File: src/rtl/g709_deframer.sv
// Strips RS(255,239) parity slots from the decoder word stream and emits payload
// words with sop/eop; accumulates decoder error reports into saturating counters.
module g709_deframer #(
    parameter int unsigned pWORDS_N = 255,
    parameter int unsigned pDATA_N  = 239,
    parameter int unsigned pSTAT_W  = 32
) (
    input  logic               iclk,
    input  logic               ireset,
    input  logic               iclkena,
    input  logic               ival,
    input  logic               isop,
    input  logic [127:0]       idat,
    input  logic               idecval,
    input  logic [4:0]         idecerr,
    input  logic [7:0]         isymerr,
    input  logic [10:0]        ibiterr,
    input  logic               iclr_stat,
    output logic               oval,
    output logic               osop,
    output logic               oeop,
    output logic [127:0]       odat,
    output logic               ofrm_err,
    output logic [pSTAT_W-1:0] ofrm_cnt,
    output logic [pSTAT_W-1:0] ouncorr_cnt,
    output logic [pSTAT_W-1:0] osymerr_cnt,
    output logic [pSTAT_W-1:0] obiterr_cnt
);

    localparam int unsigned CNT_W = $clog2(pWORDS_N);
    localparam int unsigned SUM_W = ((pSTAT_W > 11) ? pSTAT_W : 11) + 1;
    localparam logic        ONE_WORD = (pDATA_N == 1);

    typedef enum logic [1:0] {HUNT, PAYLOAD, PARITY} state_t;

    state_t             state;
    logic [CNT_W-1:0]   wcnt;
    logic               eop_now;
    logic [pSTAT_W-1:0] frm_base, uncorr_base, sym_base, bit_base;

    // Sum is kept wide enough that an 11-bit increment never wraps before saturation.
    function automatic logic [pSTAT_W-1:0] sat_add(input logic [pSTAT_W-1:0] base,
                                                   input logic [10:0]        inc);
        logic [SUM_W-1:0] s;
        s = SUM_W'(base) + SUM_W'(inc);
        return (|s[SUM_W-1:pSTAT_W]) ? '1 : s[pSTAT_W-1:0];
    endfunction

    always_comb begin
        eop_now = 1'b0;
        if (ival) begin
            if (isop)
                eop_now = ONE_WORD;
            else if (state == PAYLOAD && wcnt == CNT_W'(pDATA_N - 1))
                eop_now = 1'b1;
        end
        frm_base    = iclr_stat ? '0 : ofrm_cnt;
        uncorr_base = iclr_stat ? '0 : ouncorr_cnt;
        sym_base    = iclr_stat ? '0 : osymerr_cnt;
        bit_base    = iclr_stat ? '0 : obiterr_cnt;
    end

    always_ff @(posedge iclk) begin
        if (!ireset) begin
            state    <= HUNT;
            wcnt     <= '0;
            oval     <= 1'b0;
            osop     <= 1'b0;
            oeop     <= 1'b0;
            ofrm_err <= 1'b0;
            odat     <= '0;
        end else if (iclkena) begin
            oval     <= 1'b0;
            osop     <= 1'b0;
            oeop     <= 1'b0;
            ofrm_err <= 1'b0;
            if (ival) begin
                if (isop) begin
                    // A sop outside HUNT truncates the running frame and restarts at word 0.
                    ofrm_err <= (state != HUNT);
                    oval     <= 1'b1;
                    osop     <= 1'b1;
                    oeop     <= ONE_WORD;
                    odat     <= idat;
                    wcnt     <= CNT_W'(1);
                    state    <= ONE_WORD ? PARITY : PAYLOAD;
                end else begin
                    case (state)
                        PAYLOAD: begin
                            oval <= 1'b1;
                            odat <= idat;
                            wcnt <= wcnt + CNT_W'(1);
                            if (eop_now) begin
                                oeop  <= 1'b1;
                                state <= PARITY;
                            end
                        end
                        PARITY: begin
                            if (wcnt == CNT_W'(pWORDS_N - 1)) begin
                                wcnt  <= '0;
                                state <= HUNT;
                            end else begin
                                wcnt <= wcnt + CNT_W'(1);
                            end
                        end
                        default: ;
                    endcase
                end
            end
        end
    end

    always_ff @(posedge iclk) begin
        if (!ireset) begin
            ofrm_cnt    <= '0;
            ouncorr_cnt <= '0;
            osymerr_cnt <= '0;
            obiterr_cnt <= '0;
        end else if (iclkena) begin
            ofrm_cnt    <= sat_add(frm_base, {10'd0, eop_now});
            ouncorr_cnt <= idecval ? sat_add(uncorr_base, {6'd0, idecerr}) : uncorr_base;
            osymerr_cnt <= idecval ? sat_add(sym_base, {3'd0, isymerr})    : sym_base;
            obiterr_cnt <= idecval ? sat_add(bit_base, ibiterr)            : bit_base;
        end
    end

endmodule

File: config.mk
export PLATFORM = sky130hd
export DESIGN_NAME = g709_deframer
export DESIGN_NICKNAME = d
export VERILOG_FILES = /design/src/rtl/g709_deframer.sv
export SDC_FILE = /design/constraint.sdc
export NUM_CORES = 1
export LEC_CHECK = 0
export CAP_MARGIN = 15
export CELL_PAD_IN_SITES_DETAIL_PLACEMENT = 0
export CELL_PAD_IN_SITES_GLOBAL_PLACEMENT = 1
export CORE_MARGIN = 5
export CORE_UTILIZATION = 34
export CTS_CLUSTER_SIZE = 24
export DETAILED_ROUTE_END_ITERATION = 6
export PLACE_DENSITY = 0.84
export SLEW_MARGIN = 5
export SYNTH_ARGS = -nofsm -noshare
export SYNTH_HDL_FRONTEND = slang
export SYNTH_SLANG_ARGS = --single-unit
File: constraint.sdc
create_clock -name iclk -period 5.9 [get_ports iclk]
set_input_delay 1.475 -clock iclk [delete_from_list [all_inputs] [get_ports iclk]]
set_output_delay 1.475 -clock iclk [all_outputs]
set_load 0.01 [all_outputs]
==> results by group <==
Global route
  • Initial antenna violation count: 2
  • First-pass GRT wire length: 76.53 mm
  • All-layer global routing usage: 0.2147
  • GR Overflow Total: 0
  • Vias in the first global route: 13300
  • Largest net degree at the start of global routing: 101

Job
  • Max-cap violations: 0

Placed design
  • Cell count after placement: 2546
  • DP Wirelength: 35.69 mm
  • PortBufs: 418
  • Gpl congestion: 0.9068
  • Pre-CTS setup slack: 889.4 ps

Timing
  • Layout Skew: 13.09 ps
  • RSZ-0062 raised after global routing: no
  • Final Max Slew Viols: 0
  • Fmax: 0.2208 GHz
  • Final Hold Fails: 0
  • Post-layout worst setup margin: 1372 ps
  • Slew headroom: 0.2657
  • Worst Max-Slew Pin Slew: 1099 ps
  • Final setup viols: 0
  • Setup_tns: 0 ps
  • Final period util: 0.7675
  • Fin crit period: 4528 ps

Yosys
  • Number of synthesized flops with an enable pin: 0
  • Synth Area per Inst: 7.855 µm²
  • Cell count after synthesis: 1706
  • Main synth FF type: dfxtp_1
  • Post-synth cell types: 76
  • Cell accounting for the most synthesized area: dfxtp_1
  • Synth top cells by count: nand2_1 (331), dfxtp_1 (270), a21oi_1 (237)
  • Register area share after synthesis: 0.4034
  • Count leader, synth: nand2_1
  • Ys async rst share: 0
  • Seq cells post-synth: 270
  • Cell Area, Synth: 13400 µm²
  • Syn nets: 1896
  • Warnings, synthesis: 0
  • Synth top area cells: dfxtp_1 (40%), nand2_1 (9.3%), a21oi_1 (8.9%), clkbuf_1 (2.6%), ha_1 (2.6%)
  • Synth top area share: 0.4034

Finish
  • Nets@finish: 2255
  • Layout cells sized above 1: 0.05598
  • Final core utilization: 0.4921
  • Final std cells w/o fill: 2608
  • Register Area: 5405 µm²
  • Layout area overhead: 42.58%
  • Fillers: 3717
  • Area of the multi-input gates: 7423 µm²
  • Antenna Cells: 0

Clock network
  • CTS sink cnt: 270
  • CTS buffer count: 34
  • Clock network latency to the later pin of the worst-skew pair: 530 ps
  • Setup Fix Bufs, Post-CTS: 0
  • CTS clock-pin slew for the worst setup and hold paths: 60 ps
  • Post-CTS Resized: 0
  • TritonCTS clock tree: yes
  • Hold buffers post-CTS: 0
  • CTS Buffer Depth: 3
  • # H-tree levels: 2
  • Root buffer cell: clkbuf_16

Critical path
  • CP max FO: 10
  • Reg-to-reg endpoint: ofrm_cnt[23]
  • R2R Path Start: state[0]
  • Crit end category: flip-flop
  • CP Launch Type: input port
  • CP required: 6320 ps
  • Crit Path Class: input port to flip-flop
  • FF-to-FF setup slack: 2340 ps
  • Arr. time, crit path: 4950 ps
  • Register-to-Register Path Depth: 12

Route
  • DRC viols: 0
  • Number of vias per cell: 5.475
  • Vias post-DR: 14279
  • Drt first pass iters: 5
  • DR iter-0 viols: 810
  • Total Wirelength: 50.22 mm
  • Post-route antenna net violation count: 0
  • Drt wl/cell: 19.26 µm

Pwr
  • Pwr dens: 247.5 nW/µm²
  • IR drop worst, VDD: 0.2180 mV
  • Leakage: 0.006594 µW

Die
  • Core Rows: 72
  • Initial core utilization: 0.3451
  • Num ports: 419
  • Core footprint: 38830 µm²
  • Die width: 208.5 µm
  • Chip height: 208.5 µm
  • Die footprint: 43480 µm²

Hold path
  • Number of cells on the worst hold path: 2
  • Hold wc startpoint: odat[62]
  • Hold Path End: odat[62]
  • HP Class: flip-flop to flip-flop

Run status
  • Status: finished clean
## power by group
group	leakage, µW	internal (µW)	switching (µW)	total (µW)
Clock	0.000575	1330	819	2150
Sequential	0.00220	1890	61.0	1950
Combinational	0.00382	309	319	629
## sequential cells by signal (all words and copies together), names as in the netlist
| signal | count |
|---|---|
| osymerr_cnt | 32 |
| ofrm_cnt | 32 |
| wcnt | 8 |
| state | 2 |
| osop | 1 |
| obiterr_cnt | 32 |
| ofrm_err | 1 |
| oval | 1 |
| odat | 128 |
| ouncorr_cnt | 32 |
| oeop | 1 |
## worst max path at each step
stage / cells after the start / slack (ps) / endpoint / startpoint
global placement: 13 / 940 / ofrm_cnt[23] / isop
CTS: 13 / 1440 / ofrm_cnt[21] / isop
global route: 13 / 970 / ofrm_cnt[23] / isop
floorplan: 15 / 730 / obiterr_cnt[23] / iclr_stat
finish: 13 / 1370 / ofrm_cnt[23] / isop
detailed placement: 13 / 890 / ofrm_cnt[21] / isop
## area by class of cell
class | count | share of cell area
Tap cell | 518 | 0.03392
Inverter | 33 | 0.006745
Multi-Input combinational cell | 1287 | 0.3885
Timing Repair Buffer | 439 | 0.2274
Sequential cell | 270 | 0.2829
Clock inverter | 8 | 0.004715
Clock buffer | 53 | 0.05580
## critical path: stages
cell and delay (ps):
clkdlybuf4s50_1 570, nor2_1 150, nand3_1 80, nor3_1 330, ha_1 260, ha_1 210, and3_1 200, and4_1 340
and4_1 370, a31oi_1 320, buf_4 290, and3_1 170, a211oi_1 190
## through the flow
step | instance area [µm²] | power [µW] | hold WS, ps
after CTS | 19100 | 4783 | 453.5
after detailed placement | 17940 | 2618 | 445.3
after global placement | 17940 | 2609 | 440.5
after global routing | 19110 | 4919 | 472.2
after floorplan | 13400 | 2277 | 447.6
final | 19110 | 4728 | 451.0
## cells by family after synthesis
kind of cell | Yosys count | share of synthesized area
muxes | 10 | 0.007470
buffers and inverters | 149 | 0.04323
xor gates and xnor gates | 37 | 0.02418
adders and majority gates | 31 | 0.03063
AOI/OAI and AO/OA | 507 | 0.2409
and+or+nand+nor | 702 | 0.2502
DFF | 270 | 0.4034
## metal layers
metal	GRT usage	share of wire	up-vias
met3	0.07531	0.10	79
met1	0.2530	0.39	6733
li1	-	-	6893
met5	0	0.00048	-
met2	0.3653	0.48	570
met4	0.07112	0.029	4
## cell usage in the layout, fill, tap and decap left out, drive strengths merged, types with 9 or more instances in the layout
cell type,synthesis,routed
nor3,63,63
xor2,15,15
nand4,33,33
ha,28,28
and3,34,34
nand2,331,331
a311oi,15,15
clkbuf,94,53
o211ai,15,15
nor4,20,20
o21a,10,10
dfxtp,270,270
clkdlybuf4s50,0,415
nor2,82,82
mux2i,10,10
a211oi,48,48
o21ai,71,71
nor2b,36,36
o221a,12,12
a31o,9,9
nand3,48,48
xnor2,22,22
a31oi,21,21
inv,32,33
and4,11,11
buf,22,24
a21o,10,10
a21oi,237,237
(Power assumes the default switching activity.)
